--- config.mk ---
export PLATFORM = sky130hd
export DESIGN_NAME = mac_shift_add_unit
export DESIGN_NICKNAME = d
export VERILOG_FILES = /design/src/rtl/mac_shift_add_unit.sv
export SDC_FILE = /design/constraint.sdc
export NUM_CORES = 1
export LEC_CHECK = 0
export CORE_MARGIN = 8
export CORE_UTILIZATION = 48
export DETAILED_ROUTE_END_ITERATION = 7
export PLACE_DENSITY = 0.74
export SLEW_MARGIN = 20
export SYNTH_ARGS = -nofsm -noshare
export SYNTH_HDL_FRONTEND = slang
export SYNTH_SLANG_ARGS = --single-unit
--- constraint.sdc ---
create_clock -name CLK -period 5.1 [get_ports CLK]
set_input_delay 0.51 -clock CLK [delete_from_list [all_inputs] [get_ports CLK]]
set_output_delay 0.51 -clock CLK [all_outputs]
set_load 0.01 [all_outputs]
--- src/rtl/mac_shift_add_unit.sv ---
// ============================================================================
// Module      : mac_shift_add_unit
// Description : Iterative shift-add multiply-accumulate with valid/ready intake,
//               sticky overflow and a DONE pulse per accumulate.
//               Optional macro MAC_SATURATE_EN clamps ACC on overflow.
// Revision    : 1.0 - initial release
// ============================================================================
`default_nettype none

module mac_shift_add_unit #(
  parameter int WIDTH     = 8,
  parameter int ACC_WIDTH = 20
) (
  input  logic                 CLK,
  input  logic                 RST_bar,
  input  logic [WIDTH-1:0]     A,
  input  logic [WIDTH-1:0]     B,
  input  logic                 IN_VALID,
  output logic                 IN_READY,
  input  logic                 CLR,
  output logic [ACC_WIDTH-1:0] ACC,
  output logic                 OVF,
  output logic                 DONE
);

  localparam int PROD_W = 2 * WIDTH;
  localparam int CNT_W  = (WIDTH > 1) ? $clog2(WIDTH) : 1;
  localparam logic [CNT_W-1:0] c_cnt_last = CNT_W'(WIDTH - 1);

  typedef enum logic [1:0] {
    S_IDLE  = 2'd0,
    S_MULT  = 2'd1,
    S_ACCUM = 2'd2
  } state_t;

  state_t                r_state;
  state_t                w_state_nxt;
  logic [PROD_W-1:0]     r_mcand;
  logic [WIDTH-1:0]      r_mplier;
  logic [PROD_W-1:0]     r_prod;
  logic [CNT_W-1:0]      r_cnt;
  logic [ACC_WIDTH-1:0]  r_acc;
  logic                  r_ovf;
  logic                  r_done;

  logic                  w_accept;
  logic                  w_last;
  logic                  w_in_accum;
  logic [ACC_WIDTH:0]    w_sum;
  logic                  w_carry;
  logic [ACC_WIDTH-1:0]  w_acc_on_carry;

  // ---------------------------------------------------------------------------
  // FSM state register
  // ---------------------------------------------------------------------------
  always_ff @(posedge CLK) begin
    if (!RST_bar) begin
      r_state <= S_IDLE;
    end else begin
      r_state <= w_state_nxt;
    end
  end

  // ---------------------------------------------------------------------------
  // FSM next-state and outputs
  // ---------------------------------------------------------------------------
  always_comb begin
    w_state_nxt = r_state;
    IN_READY    = 1'b0;
    w_accept    = 1'b0;
    w_last      = 1'b0;
    w_in_accum  = 1'b0;
    case (r_state)
      S_IDLE: begin
        IN_READY = RST_bar;
        w_accept = IN_VALID & RST_bar;
        if (w_accept) begin
          w_state_nxt = S_MULT;
        end
      end
      S_MULT: begin
        // Fixed WIDTH iterations regardless of operand values.
        w_last = (r_cnt == c_cnt_last);
        if (w_last) begin
          w_state_nxt = S_ACCUM;
        end
      end
      S_ACCUM: begin
        w_in_accum  = 1'b1;
        w_state_nxt = S_IDLE;
      end
      default: begin
        w_state_nxt = S_IDLE;
      end
    endcase
  end

  // ---------------------------------------------------------------------------
  // Shift-add multiplier datapath
  // ---------------------------------------------------------------------------
  always_ff @(posedge CLK) begin
    if (!RST_bar) begin
      r_mcand  <= '0;
      r_mplier <= '0;
      r_prod   <= '0;
      r_cnt    <= '0;
    end else if (w_accept) begin
      r_mcand  <= PROD_W'(A);
      r_mplier <= B;
      r_prod   <= '0;
      r_cnt    <= '0;
    end else if (r_state == S_MULT) begin
      if (r_mplier[0]) begin
        r_prod <= r_prod + r_mcand;
      end
      r_mcand  <= r_mcand << 1;
      r_mplier <= r_mplier >> 1;
      r_cnt    <= r_cnt + 1'b1;
    end
  end

  // ---------------------------------------------------------------------------
  // Accumulator
  // ---------------------------------------------------------------------------
  assign w_sum   = {1'b0, r_acc} + (ACC_WIDTH + 1)'(r_prod);
  assign w_carry = w_sum[ACC_WIDTH];

`ifdef MAC_SATURATE_EN
  assign w_acc_on_carry = {ACC_WIDTH{1'b1}};
`else
  assign w_acc_on_carry = w_sum[ACC_WIDTH-1:0];
`endif

  always_ff @(posedge CLK) begin
    if (!RST_bar) begin
      r_acc <= '0;
      r_ovf <= 1'b0;
    end else if (w_in_accum) begin
      // Clear on the accumulate edge means clear-then-add.
      if (CLR) begin
        r_acc <= ACC_WIDTH'(r_prod);
        r_ovf <= 1'b0;
      end else if (w_carry) begin
        r_acc <= w_acc_on_carry;
        r_ovf <= 1'b1;
      end else begin
        r_acc <= w_sum[ACC_WIDTH-1:0];
      end
    end else if (CLR) begin
      r_acc <= '0;
      r_ovf <= 1'b0;
    end
  end

  always_ff @(posedge CLK) begin
    if (!RST_bar) begin
      r_done <= 1'b0;
    end else begin
      r_done <= w_in_accum;
    end
  end

  assign ACC  = r_acc;
  assign OVF  = r_ovf;
  assign DONE = r_done;

endmodule

`default_nettype wire

* Word-level counts from Yosys, hierarchy flattened
Index checks and enable logic that the tools add are counted.
** Operators by class
- Bitwise operators :: 2
- Equal/unequal tests :: 5
- Reductions and logical operators :: 8
- Multiplexer cells :: 17
- Add/sub/neg operators :: 3
** Operators with widths (number)
- 20-bit 2-to-1 mux :: 3
- 8-bit 2-to-1 mux :: 4
- 20-bit by 16-bit adder with 21-bit output :: 1
- 16-bit adder :: 1
- 1-bit 2-to-1 mux :: 7
- 2-bit AND reduction :: 3
- 2-bit nonzero test :: 3
- 2-bit 2-to-1 mux :: 2
- 2-bit inequality test (second input constant) :: 2
- 2-bit case mux with 2 select lines :: 1
- 3-bit by 1-bit adder with 3-bit output (second input constant) :: 1
- 3-bit == test (second input constant) :: 1
- 2-bit by 1-bit == test with 1-bit output (second input constant) :: 1
- 2-bit == test (second input constant) :: 1
- 2-bit logical NOT :: 1
- 2-bit OR reduction :: 1
- 1-bit AND :: 1
- 1-bit inverter :: 1
** Word-level totals
- Logic and storage cells :: 44
- Flip-flop bits (word level) :: 67
- Input port bits :: 20
- Output and inout port bits :: 23

* Longest topological paths before layout
- Depth after elaboration :: 4
- Gate-level depth with buffers :: 10
- Mapped depth without buffers :: 10

* Worst setup path before layout
OpenSTA, ideal clock, no wires.
- Path kind :: register -> register
- Start :: reg r_acc[0] (netlist: ACC[0])
- End :: reg r_acc[16] (netlist: ACC[16])
- Cell stages (with the launch flop) :: 11
- Buffers on the path :: 0
- Data required time :: 4.984 ns
- Clock period less this slack :: 2.154 ns
- Library setup time :: 0.116 ns
- Arrival time :: 2.038 ns
- Path slack :: 2.946 ns
- Path through :: dfxtp_1 > ha_1 > inv_1 > fa_1 > nor2b_1 > o31a_1 > o21bai_1 > nor2b_1 > o21ai_2 > a21oi_1 > a31o_2
** On the way
- Word-level cells in the longest chain between the ends :: 3
** Ends and longest elaborated chain
- start: declaration :: RTL line 42 : logic [ACC_WIDTH-1:0] r_acc;
- start signal: assignment :: RTL line 141 : r_acc <= ACC_WIDTH'(r_prod);
- start signal: assignment :: RTL line 144 : r_acc <= w_acc_on_carry;
- start signal: assignment :: RTL line 147 : r_acc <= w_sum[ACC_WIDTH-1:0];
- 20-bit by 16-bit adder with 21-bit output :: RTL line 125 : assign w_sum = {1'b0, r_acc} + (ACC_WIDTH + 1)'(r_prod);
- 20-bit 2-to-1 mux :: RTL line 140 : if (CLR) begin
- 20-bit 2-to-1 mux :: RTL line 138 : end else if (w_in_accum) begin
Every way passes these cells.
A chain may end at the register's enable or synchronous reset.

* Worst setup path after layout
- Start :: in RST_bar
- End :: reg r_prod[14]
** On the way
- Word-level cells in the longest chain between the ends :: 3
- Elaborated cells on any way between the ends :: 4
- Classes of those cells :: mux (1); bitwise (2); reduce/logical (1)
** Ends and longest elaborated chain
- start: declaration :: RTL line 15 : input logic RST_bar,
- 1-bit AND :: RTL line 76 : w_accept = IN_VALID & RST_bar;
- 1-bit 2-to-1 mux :: RTL line 73 : case (r_state)
- 2-bit OR reduction (no source line) *
- end signal: assignment :: RTL line 114 : r_prod <= r_prod + r_mcand;
- end: declaration :: RTL line 40 : logic [PROD_W-1:0] r_prod;
Every way passes the cells marked *; elsewhere a longest branch is shown, timed or not.

==> impl_metrics.toml <==
[status]
outcome = "completed"

[timing]
hold_violations = 0
slew_headroom_pct = 37.9
fin_worst_skew_ps = 17.8
rsz0062_at_grt = "no"
fin_crit_ps = 3170
fin_crit_sh_pct = 62.1
max_freq_mhz = 316
setup_violations = 0
setup_tns_ps = 0
setup_ws_ps = 1930
final_max_slew_viol_count = 0
worst-slew-pin-transition_ps = 930

[worst_setup_path]
rr_endpoint = "r_prod[14]"
cp_common_cell = "nand2_1"
critPathMaxStageDelay_ps = 840
arrival_ps = 3370
critPathCaptureType = "flop"
reg2reg_depth = 6
cp_max_fo = 40
critPathKind = "in -> reg"
r2r_start = "r_state[1]"
rrSetupSlack_ps = 2570
critPathLaunchType = "primary input"
cp.required_ps = 5300
crit_chain = "clkdlybuf4s50_1, buf_4, nor3b_1, nand2_1, nand2_1, nor2_1, mux2i_1, o21ai_0"
critPathSlowestCell = "nand2_1"

[placement]
placed_area_um2 = 4690
place.gp.congestion = 0.910
placed_cells = 652
dpl_worst_slack_ps = 1630
io_buffer_count = 42
hpwl_um = 7760

[synth]
synthXorXnorAreaFrac_pct = 4.97
synthDistinctLibCells = 57
synth-seq-area-share_pct = 31.7
synthFlopType = "dfxtp_1"
synth_area_um2 = 4230
synth_compound_area_share_pct = 27.4
synth_top_family_by_area = "compound AO/OA/AOI/OAI gates"
synthSimpleGateAreaFrac_pct = 20.5
syn-num-nets = 578
ys_top_cells_by_area = "dfxtp_1, ha_1, nand2_1, a21oi_1, xnor2_1"
synthAdderAreaFrac_pct = 10.7
synth_top_cell_by_area = "dfxtp_1"
ys_ff_latch = 67
synth.area.mux_share_pct = 0.947
synth_edf_count = 0
synth_top_area_share_pct = 31.7
postSynthCellCount = 523
synth_warnings = 0
avgSynthCellArea_um2 = 8.09
async_reset_ff_share_pct = 0

[pwr]
switching_share_pct = 26.3
max-vdd-ir-drop_v = 0.0000943
total_power_mw = 1.08
p_per_area_nw_per_um2 = 222
p_seq_share_pct = 50.0
internal_power_mw = 0.799
switchingPower_mw = 0.285
leakagePower_nw = 2.03
clkPwrFrac_pct = 42.1
combinationalPowerShare_pct = 7.9

[min_path]
hold_start = "r_mplier[4]"
hold_end = "r_mplier[4]"
hold_class = "reg -> reg"
holdPathStages = 2

[cells_and_area]
layout_common_cells = "nand2_1, dfxtp_1, a21oi_1, clkdlybuf4s50_1, ha_1"
nets = 610
final_design_area_no_fill_um2 = 4890
fin_cells = 668
fill_cells = 772
syn2layout_area_growth_pct = 15.5
antenna-diode-count = 0
final_common_cell = "nand2_1"
drive_above_1_share_pct = 5.54

[global_routing]
antenna_found_initial = 0
grt_max_degree = 41
grt-ovfl-total = 0
grt_pass1_wl_um = 17300
grt_util_all_layers_pct = 17.9
grt_pass1_vias = 3630

[clocking]
cts_htree_levels = 3
postCtsSetupBuffers = 0
cts_resized = 0
cts_buffers = 9
cts.path.max_buffers = 2
root_buffer = "clkbuf_8"
ctsHoldBuffers = 0
clk_pin_slew_ps = 90
cts_tree = "built"
cts.sink_count = 67
clkLatencyLatePin_ps = 350

[drt]
drtPass1Iterations = 5
drc = 0
wirelength_um = 10400
via_count = 3868
drt-initial-drc-count = 166
drtAntennaViolNets = 0
via_per_inst = 5.79
drt-wirelength-per-cell_um = 15.6

[die]
chipHeight_um = 110
row_count = 34
die-area_um2 = 12100
start_util_pct = 49.0
die_x_um = 110
ios = 43
coreArea_um2 = 8640

[job]
max_cap_violations = 0
## cell usage after synthesis (all sizes together) (4+ instances only)
cell    instances
a21oi          47
o21bai          4
clkbuf         13
nand2         103
and3            6
and2            6
o21ai          23
nor2           27
ha             33
nor3b           4
buf            11
nor3            4
nand4           5
a31oi           4
o211a           7
inv            10
o211ai          6
a211oi          7
a22o            4
xnor2          15
nand3          13
a21boi         12
mux2i           4
nor2b          13
o21a           10
a21o           13
xor2            9
a22oi          10
dfxtp          67
nand2b          5
## how the worst max path moves through the flow
stage,slack [ps],depth (start not counted),endpoint,startpoint
4_1_cts,1990,8,r_prod[14],RST_bar
6_report,1930,8,r_prod[14],RST_bar
3_3_place_gp,1770,8,r_prod[14],RST_bar
3_5_place_dp,1630,8,r_prod[14],RST_bar
5_1_grt,1590,8,r_prod[14],RST_bar
2_1_floorplan,2950,10,ACC[16],ACC[0]
## worst max-delay path, delay by kind of cell
family                 cells  cell delay (ps)
and+or+nand+nor            4             1750
AOI/OAI and AO/OA          1              100
buffers and inverters      2              790
muxes                      1              180
## metrics by stage
stage | hold slack, ps | util (%)
floorplan | 440 | -
global placement | 446 | 54.3
detailed placement | 457 | 54.3
CTS | 469 | 56.6
global route | 488 | 56.6
finish | 466 | 56.6
## state kept, by name (all words and copies together), names as in the netlist
signal,count
ACC,20
r_mcand,16
r_prod,16
r_mplier,8
r_cnt,3
r_state,2
DONE,1
OVF,1
## logic make-up after synthesis
logic type,count (synthesis)
buffers and inverters,34
AOI/OAI and AO/OA,167
xor gates and xnor gates,24
DFF,67
muxes,4
adders and majority gates,35
and+or+nand+nor,192
## power groups by stage
stage	clock network (mW)	logic, mW	registers [mW]
floorplan	0	0.0584	0.550
global placement	0	0.0828	0.554
detailed placement	0	0.0853	0.554
CTS	0.461	0.0856	0.542
global route	0.480	0.0954	0.543
finish	0.456	0.0859	0.542
## cell type report
cell class / count / area (µm²) / share of cell area (%)
clock buffer: 9 / 124 / 2.54
inverter: 10 / 37.5 / 0.768
multi-input combinational: 422 / 2730 / 55.9
tap: 108 / 135 / 2.77
timing repair buffer: 45 / 443 / 9.07
sequential: 67 / 1340 / 27.5
clock inverter: 7 / 73.8 / 1.51
## per-layer routing
layer | global-route usage [%] | up-vias | wire length (µm)
met5 | 0 | - | 0
met4 | 5.98 | 0 | 190
met3 | 3.58 | 20 | 539
met2 | 29.4 | 85 | 4880
met1 | 22.8 | 1813 | 4800
li1 | - | 1950 | -
Power figures use the tool's default switching activity.
